File: src/rtl/fifo_pkg.sv
`default_nettype none
// ============================================================================
//  Module   : fifo_pkg
//  Purpose  : Shared constants and configuration helpers for fifo_sync_param.
//  Revision : 1.0 - initial release
// ============================================================================
package fifo_pkg;

    localparam int DEFAULT_DATA_W = 8;
    localparam int DEFAULT_DEPTH  = 16;

    function automatic int clog2(input int n);
        int r;
        r = 0;
        while ((1 << r) < n) r++;
        return r;
    endfunction

    // Legal configurations: power-of-two depth >= 2, AF in 1..DEPTH, AE in 0..DEPTH-1.
    function automatic bit cfg_ok(input int depth, input int af, input int ae);
        return (depth >= 2) && ((1 << clog2(depth)) == depth) &&
               (af >= 1) && (af <= depth) && (ae >= 0) && (ae <= depth - 1);
    endfunction

endpackage
`default_nettype wire

File: src/rtl/fifo_ram.sv
`default_nettype none
// ============================================================================
//  Module   : fifo_ram
//  Purpose  : DATA_W x DEPTH dual-port RAM; registered read port, or
//             asynchronous read when FIFO_FWFT_EN is defined.
//  Revision : 1.0 - initial release
// ============================================================================
module fifo_ram
    import fifo_pkg::*;
#(
    parameter  int DATA_W = DEFAULT_DATA_W,
    parameter  int DEPTH  = DEFAULT_DEPTH,
    localparam int ADDR_W = clog2(DEPTH)
) (
    input  logic              clk,
    input  logic              rst,
    input  logic              wr_en,
    input  logic [ADDR_W-1:0] wr_addr,
    input  logic [DATA_W-1:0] wr_data,
    input  logic              rd_en,
    input  logic [ADDR_W-1:0] rd_addr,
    output logic [DATA_W-1:0] rd_data
);

    logic [DATA_W-1:0] mem [DEPTH];

    always_ff @(posedge clk) begin
        if (wr_en) begin
            mem[wr_addr] <= wr_data;
        end
    end

`ifdef FIFO_FWFT_EN
    assign rd_data = mem[rd_addr];

    logic unused_ok;
    assign unused_ok = &{1'b0, rst, rd_en};
`else
    always_ff @(posedge clk) begin
        if (rst) begin
            rd_data <= '0;
        end else if (rd_en) begin
            rd_data <= mem[rd_addr];
        end
    end
`endif

endmodule
`default_nettype wire

File: src/rtl/fifo_sync_param.sv
`default_nettype none
// ============================================================================
//  Module   : fifo_sync_param
//  Purpose  : Single-clock FIFO with level, almost flags and sticky errors.
//             Define FIFO_FWFT_EN for first-word-fall-through read data.
//  Revision : 1.0 - initial release
// ============================================================================
module fifo_sync_param
    import fifo_pkg::*;
#(
    parameter  int DATA_W   = DEFAULT_DATA_W,
    parameter  int DEPTH    = DEFAULT_DEPTH,
    parameter  int AF_LEVEL = DEPTH - 2,
    parameter  int AE_LEVEL = 2,
    localparam int CNT_W    = clog2(DEPTH + 1)
) (
    input  logic              clk,
    input  logic              rst,
    input  logic              wr_e,
    input  logic [DATA_W-1:0] wr_data,
    input  logic              rd_e,
    output logic [DATA_W-1:0] rd_data,
    output logic              full,
    output logic              empty,
    output logic              almost_full,
    output logic              almost_empty,
    output logic [CNT_W-1:0]  level,
    output logic              overflow,
    output logic              underflow,
    input  logic              err_clr
);

    localparam int PTR_W = clog2(DEPTH);

    if (!cfg_ok(DEPTH, AF_LEVEL, AE_LEVEL)) begin : g_bad_cfg
        $fatal(1, "fifo_sync_param: illegal DEPTH/AF_LEVEL/AE_LEVEL");
    end

    logic [PTR_W-1:0] wr_ptr;
    logic [PTR_W-1:0] rd_ptr;
    logic [CNT_W-1:0] level_nxt;
    logic             wr_acc;
    logic             rd_acc;

    // A read frees a slot in the same cycle, so a full FIFO still takes a write.
    assign rd_acc = rd_e & ~empty;
    assign wr_acc = wr_e & (~full | rd_acc);

    always_comb begin
        level_nxt = level;
        case ({wr_acc, rd_acc})
            2'b10:   level_nxt = level + 1'b1;
            2'b01:   level_nxt = level - 1'b1;
            default: level_nxt = level;
        endcase
    end

    always_ff @(posedge clk) begin
        if (rst) begin
            wr_ptr       <= '0;
            rd_ptr       <= '0;
            level        <= '0;
            empty        <= 1'b1;
            full         <= 1'b0;
            almost_empty <= 1'b1;
            almost_full  <= 1'b0;
            overflow     <= 1'b0;
            underflow    <= 1'b0;
        end else begin
            if (wr_acc) wr_ptr <= wr_ptr + 1'b1;
            if (rd_acc) rd_ptr <= rd_ptr + 1'b1;
            level        <= level_nxt;
            empty        <= (level_nxt == '0);
            full         <= (level_nxt == CNT_W'(DEPTH));
            almost_full  <= (level_nxt >= CNT_W'(AF_LEVEL));
            almost_empty <= (level_nxt <= CNT_W'(AE_LEVEL));
            // A new error event takes priority over a coincident clear.
            if (wr_e & ~wr_acc)  overflow  <= 1'b1;
            else if (err_clr)    overflow  <= 1'b0;
            if (rd_e & ~rd_acc)  underflow <= 1'b1;
            else if (err_clr)    underflow <= 1'b0;
        end
    end

    fifo_ram #(
        .DATA_W (DATA_W),
        .DEPTH  (DEPTH)
    ) u_ram (
        .clk     (clk),
        .rst     (rst),
        .wr_en   (wr_acc & ~rst),
        .wr_addr (wr_ptr),
        .wr_data (wr_data),
        .rd_en   (rd_acc),
        .rd_addr (rd_ptr),
        .rd_data (rd_data)
    );

endmodule
`default_nettype wire

File: config.mk
export PLATFORM = sky130hd
export DESIGN_NAME = fifo_sync_param
export DESIGN_NICKNAME = d
export VERILOG_FILES = /design/src/rtl/fifo_pkg.sv /design/src/rtl/fifo_ram.sv /design/src/rtl/fifo_sync_param.sv
export SDC_FILE = /design/constraint.sdc
export NUM_CORES = 1
export LEC_CHECK = 0
export CORE_AREA = 2 2 106 108
export DETAILED_ROUTE_END_ITERATION = 12
export DIE_AREA = 0 0 108 110
export GPL_ROUTABILITY_DRIVEN = 0
export PLACE_DENSITY_LB_ADDON = 0.1
export SKIP_LAST_GASP = 1
export SLEW_MARGIN = 0
export SYNTH_ARGS = -nofsm -noshare
export SYNTH_HDL_FRONTEND = slang
export SYNTH_SLANG_ARGS = --single-unit
File: constraint.sdc
create_clock -name clk -period 3.11 [get_ports clk]
set_input_delay 0.311 -clock clk [delete_from_list [all_inputs] [get_ports clk]]
set_output_delay 0.311 -clock clk [all_outputs]
set_load 0.01 [all_outputs]
[After elaboration in Yosys (flattened, before gate mapping)]
Memory sizes are Yosys's and may differ from the RTL's. A register that Yosys moved wholly into a read port is not among the register bits.
Cells that the tools add are included.
Storage, ports and cells
  register bits: 19
  RAM bits: 128
  output and inout port bits: 19
  logic and storage cells: 39
  memories kept: 1
Operators by class
  $add $sub $neg: 4
  $lt $le $gt $ge: 2
  equality and inequality tests: 3
  muxes and demuxes: 6
  bitwise logic cells: 11
  reduce and logical (&&, ||, !) cells: 3
Memory list
  u_ram.mem: words 16, bits a word 8, rd ports 1, clocked after memory_dff 1, write ports 1, RTL line fifo_ram.sv:25  | logic [DATA_W-1:0] mem [DEPTH];
Operator list (count)
  5-bit case mux with 2 select lines: 1
  4-bit by 1-bit adder with 4-bit output, second input constant: 2
  5-bit by 1-bit adder with 5-bit output, second input constant: 1
  1-bit bitwise AND: 5
  5-bit == test, second input constant: 1
  5-bit by 4-bit >= comparator with 1-bit output, second input constant: 1
  5-bit by 2-bit less-or-equal comparator with 1-bit output, second input constant: 1
  5-bit zero test: 1
  1-bit two-way mux: 5
  1-bit NOT: 5
  5-bit by 1-bit subtractor with 5-bit output, second input constant: 1
  2-bit nonzero test: 2
  2-bit by 1-bit == test with 1-bit output, second input constant: 1
  2-bit == test, second input constant: 1
  1-bit OR: 1

[Longest topological paths before layout]
Gate-level depths: netlist of the first run.
  word-level depth: 7
  gate-level depth with buffers: 13
  gate-level depth less buffers: 12

[Modules after synthesis]
Synthesis of the first run repeated with hierarchy kept, for this count alone.
Second synthesis, totals
  cells, all modules: 423
  area, all modules: 6287.3 µm²
Modules (own cells, without submodules)
  fifo_ram: times used 1, cells each 316, area an instance 5343.9 µm², seq. area each 4003.8 µm²
  fifo_sync_param: times used 1, cells each 107, area an instance 943.4 µm², seq. area each 380.4 µm²

[Least setup slack after synthesis of the first run]
OpenSTA, ideal clock, no wires.
  kind: register to register
  start point: reg empty
  end point: reg full
  library setup time: 0.115 ns
  arrival time: 2.722 ns
  slack: 0.273 ns
  cell stages (with the launch flop): 14
  buffers on the path: 1
  clock period less this slack: 2.837 ns
  cells stage by stage: dfxtp_1 > nand2b_1 > a21boi_1 > inv_2 > ha_1 > buf_6 > xor2_1 > ha_1 > a21oi_2 > o221a_2 > a2111oi_4 > mux2i_1 > inv_2 > and2_1
Between the ends
  cells in the longest elaborated chain, start to end: 7
  elaborated cells between the ends (all ways): 8
  those cells by class: eq/ne: 3; mux: 1; bitwise: 4
RTL lines
  from (decl): RTL line fifo_sync_param.sv:24  | output logic empty,
  from (signal assigned): RTL line fifo_sync_param.sv:73  | empty <= (level_nxt == '0);
  1-bit NOT (*): RTL line fifo_sync_param.sv:46  | assign rd_acc = rd_e & ~empty;
  1-bit bitwise AND (*): RTL line fifo_sync_param.sv:46
  1-bit OR: RTL line fifo_sync_param.sv:47  | assign wr_acc = wr_e & (~full | rd_acc);
  1-bit bitwise AND: RTL line fifo_sync_param.sv:47
  2-bit by 1-bit == test with 1-bit output or 2-bit == test (tied branches): RTL line fifo_sync_param.sv:51  | case ({wr_acc, rd_acc})
  5-bit case mux with 2 select lines (*): RTL line fifo_sync_param.sv:51
  5-bit == test (*): RTL line fifo_sync_param.sv:74  | full <= (level_nxt == CNT_W'(DEPTH));
  to (signal assigned): RTL line fifo_sync_param.sv:74
  to (decl): RTL line fifo_sync_param.sv:23  | output logic full,
Every way passes the cells marked *; elsewhere a longest branch is shown, timed or not.
A chain may end at the register's enable or synchronous reset.

[Worst setup path after layout of the first run]
Same ends and word-level chain as after synthesis.

==> results of run 1 <==
## power groups by stage
stage | Sequential (mW) | Combinational (mW) | Clock [mW]
2_1_floorplan | 2.43 | 0.567 | 0
3_3_place_gp | 2.43 | 0.815 | 0
3_5_place_dp | 2.44 | 0.828 | 0
4_1_cts | 2.39 | 0.835 | 1.86
5_1_grt | 2.40 | 0.897 | 1.94
6_report | 2.39 | 0.820 | 1.82
## sequential cells by signal (all words and copies together), names as in the netlist, 4 cells and up
register       cells
level              5
u_ram.rd_data      8
wr_ptr             4
rd_ptr             4
u_ram.mem        128
## through the flow
step | hold slack [ps] | utilization, % | power [mW] | std cells
6_report | 442 | 68.0 | 5.03 | 566
5_1_grt | 477 | 68.0 | 5.24 | 566
4_1_cts | 425 | 68.0 | 5.09 | 566
3_5_place_dp | 448 | 63.2 | 3.26 | 535
3_3_place_gp | 446 | 63.2 | 3.25 | 535
2_1_floorplan | 410 | - | 3.00 | 361
## layout by cell type, fill, tap and decap left out, types with 2 or more instances in the layout
master,instances
a21oi_1,11
a21oi_2,2
a22o_1,16
a22oi_1,2
and2_1,2
buf_4,23
clkbuf_1,2
clkbuf_16,16
clkdlybuf4s50_1,31
clkinv_1,3
clkinv_2,2
clkinvlp_4,4
dfxtp_1,26
edfxtp_1,128
ha_1,8
inv_1,6
inv_2,2
inv_6,2
mux2i_1,3
mux4_2,32
nand2_1,21
nand2b_1,3
nand4_1,2
nor2_1,29
nor2b_1,6
nor3_1,4
o21ai_1,8
xnor2_1,3
xor2_1,6
## how the worst min path moves through the flow
stage	to	slack, ps	depth (start not counted)
final	overflow$_SDFFE_PP0P_	440	4
after global routing	u_ram.rd_data[4]$_SDFFE_PP0P_	480	2
after CTS	overflow$_SDFFE_PP0P_	430	4
after detailed placement	u_ram.rd_data[4]$_SDFFE_PP0P_	450	2
after global placement	u_ram.rd_data[2]$_SDFFE_PP0P_	450	2
after floorplan	u_ram.mem[0][0]$_DFFE_PP_	410	0
## layout make-up
| cell class | instances | area (µm²) | area share [%] |
|---|---|---|---|
| clock buffer | 19 | 422 | 5.79 |
| timing repair buffer | 55 | 503 | 6.91 |
| sequential | 155 | 4390 | 60.2 |
| clock inverter | 12 | 98.8 | 1.36 |
| tap | 140 | 175 | 2.41 |
| multi-input combinational | 177 | 1670 | 22.9 |
| inverter | 8 | 30.0 | 0.413 |
## layer usage
layer  vias to the layer above  share of wire (%)  track usage (%)  wire, µm
met4                         0                2.1             9.98       248
met5                         -                  0                0         0
li1                       1511                  -                -         -
met1                      1655                 42             29.3      5050
met3                        21                5.5             4.35       660
met2                       110                 50             35.8      6000
## cells by family (layout without fill, tap and decap cells)
group / Yosys count / in the layout / share of synthesized area [%]
and+or+nand+nor: 73 / 73 / 5.49
adders and majority gates: 8 / 8 / 1.61
DFF: 155 / 155 / 70.7
xor gates and xnor gates: 9 / 9 / 1.27
muxes: 35 / 35 / 12.1
buffers and inverters: 29 / 94 / 2.40
AOI/OAI and AO/OA: 52 / 52 / 6.38
## worst max-delay path: stages, from the launching register on
cell and delay, ps:
dfxtp_1 330, nand2b_1 160, a21boi_1 260, inv_2 90
ha_1 230, xor2_1 160, ha_1 210, a21oi_2 60
o221a_2 300, a2111oi_4 290, mux2i_1 220, buf_4 140
inv_2 30, and2_1 120
==> metrics.csv, run 1 <==
stage;metric;value;unit
run_status;status;finished clean;
power;combPwrFrac;16.3;%
clock_tree;cts.htree.levels;4;
synth;ys.flop_type;edfxtp_1;
sta;finalSetupViolations;0;
synth;synth_top_cell_by_area;edfxtp_1;
synth;synthTopCellsByArea;edfxtp_1 (62%), mux4_2 (12%), dfxtp_1 (8.7%);
synth;syn_inst;361;
synth;synth_top_area_share;62.0;%
routing;drtAntennaViolNets;0;
clock_tree;clock_path_buffers;2;
clock_tree;hold_buffers;0;
sta;fmax;370;MHz
setup_path;r2r_start;empty$_SDFF_PP1_;
setup_path;critPathRequiredTime;3530;ps
placed_design;port_buffers;31;
routing;route.detailed.drc;0;
synth;syn_area;6200;µm²
synth;yosysMostFrequentCell;edfxtp_1;
setup_path;regToRegSetupSlack;400;ps
sta;drv_slew;0;
sta;setup_slack;405;ps
placed_design;post_dp_cell_area;6760;µm²
global_routing;overflow;0;
power;p_per_area;691;nW/µm²
power;pwr-share-seq;47.5;%
setup_path;worstSetupEndpointType;flop;
synth;synth_area_per_cell;17.2;µm²
synth;yosysSeqAreaShare;70.7;%
power;power_switching;1.24;mW
synth;ys_warn_count;0;
power;power.leakage;2.42;nW
worst_hold_path;holdCritPathClass;in2reg;
sta;fin_crit;2710;ps
floorplanning;rows;38;
floorplanning;top_level_ports;32;
setup_path;cp-start-kind;flop;
routing;first_pass_iters;4;
routing;wl;12000;µm
placed_design;dp_worst_setup_slack;18.0;ps
synth;synth-seq-cells;155;
clock_tree;clk_pin_slew;60;ps
power;power_frac_clock;36.2;%
floorplanning;initial_core_util;57.9;%
flow_run;cap_violations;0;
global_routing;grt_pass1_vias;3285;
clock_tree;cts_buffers;17;
worst_hold_path;hold_start;err_clr;
synth;synthesis.nets;382;
power;sw_frac_of_total;24.6;%
finish;antenna_cells;0;
placed_design;dp_hpwl;7630;µm
finish;fill_cells;732;
global_routing;grt.total_usage;22.1;%
global_routing;grt_start_max_net_pins;36;
sta;finalHoldViolations;0;
sta;fin_skew;9.19;ps
global_routing;grt_pass1_wl;18500;µm
setup_path;critPathKind;reg2reg;
finish;areaGrowthSynthToFinish;17.4;%
setup_path;reg2reg_depth;13;
routing;vias_per_cell;5.83;
sta;worst_pin_slew;738;ps
synth;synth_edf_count;128;
finish;drive_above_1_share;21.8;%
sta;post-route-period-util;87.0;%
floorplanning;core_area;10700;µm²
power;internal_power;3.79;mW
clock_tree;insertion_delay;520;ps
setup_path;crit_fanout;4;
setup_path;crit_path_start;empty$_SDFF_PP1_;
clock_tree;cts-root-buf;clkbuf_8;
finish;nets;435;
sta;setup_tns;0;ps
synth;synth_cell_type_count;45;
setup_path;timing.rr.end;full$_SDFF_PP0_;
synth;ys_top_cells_by_count;edfxtp_1 (128), mux4_2 (32), nor2_1 (29), dfxtp_1 (27), nand2_1 (21);
clock_tree;cts_num_sinks;155;
synth;async_flop_share;0;%
sta;rsz0062_at_grt;false;
clock_tree;cts_setup_buffers;0;
floorplanning;dieArea;11900;µm²
routing;drt_iter0_drc;254;
routing;wl_per_cell;21.1;µm
finish;final_area;7280;µm²
setup_path;endpoint;full$_SDFF_PP0_;
floorplanning;die_x;108;µm
clock_tree;cts_tree;done;
routing;vias;3297;
global_routing;antenna_found_initial;0;
power;ir_drop;0.373;mV
floorplanning;dieHeight;110;µm
clock_tree;cts_resized;0;
setup_path;critPathArrivalTime;3120;ps
sta;slew_headroom;50.7;%
(Power assumes the default switching activity.)
==> inputs of run 2 (changes only) <==
--- a/config.mk
+++ b/config.mk
@@ -5,11 +5,12 @@
 export SDC_FILE = /design/constraint.sdc
 export NUM_CORES = 1
 export LEC_CHECK = 0
-export CORE_AREA = 2 2 106 108
+export CORE_AREA = 2 2 102 104
 export DETAILED_ROUTE_END_ITERATION = 12
-export DIE_AREA = 0 0 108 110
+export DIE_AREA = 0 0 104 106
 export GPL_ROUTABILITY_DRIVEN = 0
 export PLACE_DENSITY_LB_ADDON = 0.1
+export REMOVE_ABC_BUFFERS = 1
 export SKIP_LAST_GASP = 1
 export SLEW_MARGIN = 0
 export SYNTH_ARGS = -nofsm -noshare
==> constraint.sdc (replaced) <==
create_clock -name clk -period 3.35 [get_ports clk]
set_input_delay 0.335 -clock clk [delete_from_list [all_inputs] [get_ports clk]]
set_output_delay 0.335 -clock clk [all_outputs]
set_load 0.01 [all_outputs]
==> run 2 against run 1 <==
Effect of this change: clock skew shrank 3.8 ps; die area is 7.2% lower; first-iteration DRC count down 9.8%; clock power hardly changed; utilization is 5.2 points higher; largest cell class unchanged; largest power group unchanged; highest routed layer unchanged.
==> metrics.csv, run 2 (synthesized netlist as in run 1, its figures left out) <==
stage;metric;value;unit;change
sta;worst_pin_slew;812;ps;+73.5 ps
floorplanning;initial_core_util;62.0;%;+4.0 points
global_routing;grt_start_max_net_pins;36;;unchanged
setup_path;critPathArrivalTime;3150;ps;+30 ps
sta;slew_headroom;45.8;%;-4.9 points
setup_path;reg2reg_depth;12;;-1
worst_hold_path;worstHoldPathCells;2;;-2
clock_tree;cts_setup_buffers;0;;unchanged
sta;fmax;366;MHz;-1.1%
finish;multi_input_area;1670;µm²;unchanged
global_routing;grt.total_usage;23.8;%;+1.7 points
placed_design;dp_hpwl;7450;µm;-2.3%
finish;reg_top3;u_ram.mem x128, u_ram.rd_data x8, level x5;;
setup_path;cp_num_cells;12;;-1
setup_path;cp_num_buf_inv;2;;-1
floorplanning;die_x;104;µm;-3.7%
floorplanning;rows;37;;-2.6%
routing;vias;3263;;-1.0%
placed_design;port_buffers;31;;unchanged
clock_tree;insertion_delay;530;ps;about the same
sta;setup_tns;0;ps;unchanged
setup_path;critPathKind;reg2reg;;
floorplanning;top_level_ports;32;;unchanged
clock_tree;cts.htree.levels;4;;unchanged
setup_path;r2r_start;empty$_SDFF_PP1_;;
setup_path;cp_top_family;compound AO/OA/AOI/OAI gates;;
finish;drive_above_1_share;21.8;%;unchanged
clock_tree;cts_resized;0;;unchanged
worst_hold_path;holdCritPathClass;reg2reg;;
setup_path;timing.rr.end;full$_SDFF_PP0_;;
worst_hold_path;holdPathEnd;u_ram.rd_data[6]$_SDFFE_PP0P_;;
power;ir_drop;0.472;mV;+27%
setup_path;cp-start-kind;flop;;
setup_path;crit_fanout;4;;unchanged
floorplanning;dieHeight;106;µm;-3.6%
finish;final_cell_mix;edfxtp_1 (128), mux4_2 (32), clkdlybuf4s50_1 (31);;
clock_tree;cts_tree;done;;
finish;largest_reg_flops;128;;unchanged
global_routing;grt_pass1_vias;3408;;+3.7%
routing;drtAntennaViolNets;0;;unchanged
clock_tree;clk_pin_slew;60;ps;about the same
setup_path;worst_path_max_delay_cell;mux2i_1;;
finish;largest_register;u_ram.mem;;
power;p_per_area;658;nW/µm²;-4.9%
sta;post-route-period-util;81.7;%;-5.3 points
power;finalPower;4.81;mW;-4.3%
finish;areaGrowthSynthToFinish;18.1;%;
flow_run;cap_violations;0;;unchanged
setup_path;cp_slowest_stage_delay;390;ps;+60 ps
routing;drt_iter0_drc;229;;-9.8%
finish;nets;434;;-0.23%
clock_tree;cts_num_sinks;155;;unchanged
finish;final_common_cell;edfxtp_1;;
finish;fin_util;73.2;%;+5.2 points
routing;wl;11700;µm;-1.9%
clock_tree;hold_buffers;0;;unchanged
sta;fin_crit;2740;ps;+30.5 ps
floorplanning;dieArea;11000;µm²;-7.2%
routing;wl_per_cell;20.9;µm;-1.2%
global_routing;antenna_found_initial;0;;unchanged
worst_hold_path;hold_start;u_ram.rd_data[6]$_SDFFE_PP0P_;;
routing;route.detailed.drc;0;;unchanged
sta;fin_skew;5.42;ps;-3.77 ps
clock_tree;cts_buffers;17;;unchanged
setup_path;regToRegSetupSlack;610;ps;+210 ps
sta;drv_slew;0;;unchanged
sta;holdWs;456;ps;+14.0 ps
finish;fill_cells;639;;-13%
power;power.leakage;2.44;nW;+0.96%
setup_path;crit_path_cell_trace;nand2b_1 -> a21boi_1 -> inv_2 -> ha_1 -> xor2_1 -> ha_1 -> a21oi_2 -> o221a_2 -> a2111oi_4 -> mux2i_1 -> inv_2 -> and2_1;;
sta;rsz0062_at_grt;false;;
global_routing;overflow;0;;unchanged
clock_tree;cts-root-buf;clkbuf_8;;
setup_path;worstSetupEndpointType;flop;;
run_status;status;finished clean;;
routing;first_pass_iters;4;;unchanged
finish;antenna_cells;0;;unchanged
sta;finalHoldViolations;0;;unchanged
routing;vias_per_cell;5.81;;-0.33%
finish;seqCellArea;4390;µm²;unchanged
floorplanning;core_area;10000;µm²;-6.5%
global_routing;grt_pass1_wl;18900;µm;+2.2%
clock_tree;clock_path_buffers;2;;unchanged
setup_path;critPathRequiredTime;3770;ps;+240 ps
sta;finalSetupViolations;0;;unchanged
run 2: tightest hold or removal path, cell delays in order (launching register included):
cell	delay, ps
dfxtp_1	300
nand2_1	50
a21oi_1	50
run 2: per-stage QoR:
step                setup WS, ps  instances  area [µm²]
floorplan                    376        340        6080
global placement             234        530        6750
CTS                          600        562        7320
detailed placement           184        530        6750
global route                 337        562        7320
finish                       615        562        7320
run 2: power by group:
| part | switching [mW] | internal (mW) |
|---|---|---|
| clock network | 0.709 | 1.13 |
| logic | 0.361 | 0.390 |
| registers | 0.0691 | 2.16 |
| total | 1.14 | 3.68 |
run 2: metal layers:
layer	vias up	wire length, µm	share of wire (%)	GRT usage, %
met5	-	0	0	0
met3	21	815	6.9	7.11
met2	118	5800	49	38.2
met4	0	220	1.9	8.20
met1	1615	4890	42	31.5
li1	1509	-	-	-
run 2: how the worst max path moves through the flow:
stage          slack [ps]         endpoint             start
2_1_floorplan         380  full$_SDFF_PP0_  empty$_SDFF_PP1_
3_3_place_gp          230  full$_SDFF_PP0_              rd_e
3_5_place_dp          180  full$_SDFF_PP0_              rd_e
4_1_cts               600  full$_SDFF_PP0_  empty$_SDFF_PP1_
5_1_grt               340  full$_SDFF_PP0_  empty$_SDFF_PP1_
6_report              610  full$_SDFF_PP0_  empty$_SDFF_PP1_
run 2: final cells by class:
class                      count  share of cell area (%)
sequential                   155                    59.9
tap                          136                    2.32
clock inverter                12                    2.02
clock buffer                  20                    5.81
inverter                       8                   0.410
multi-input combinational    177                    22.8
timing repair buffer          54                    6.77
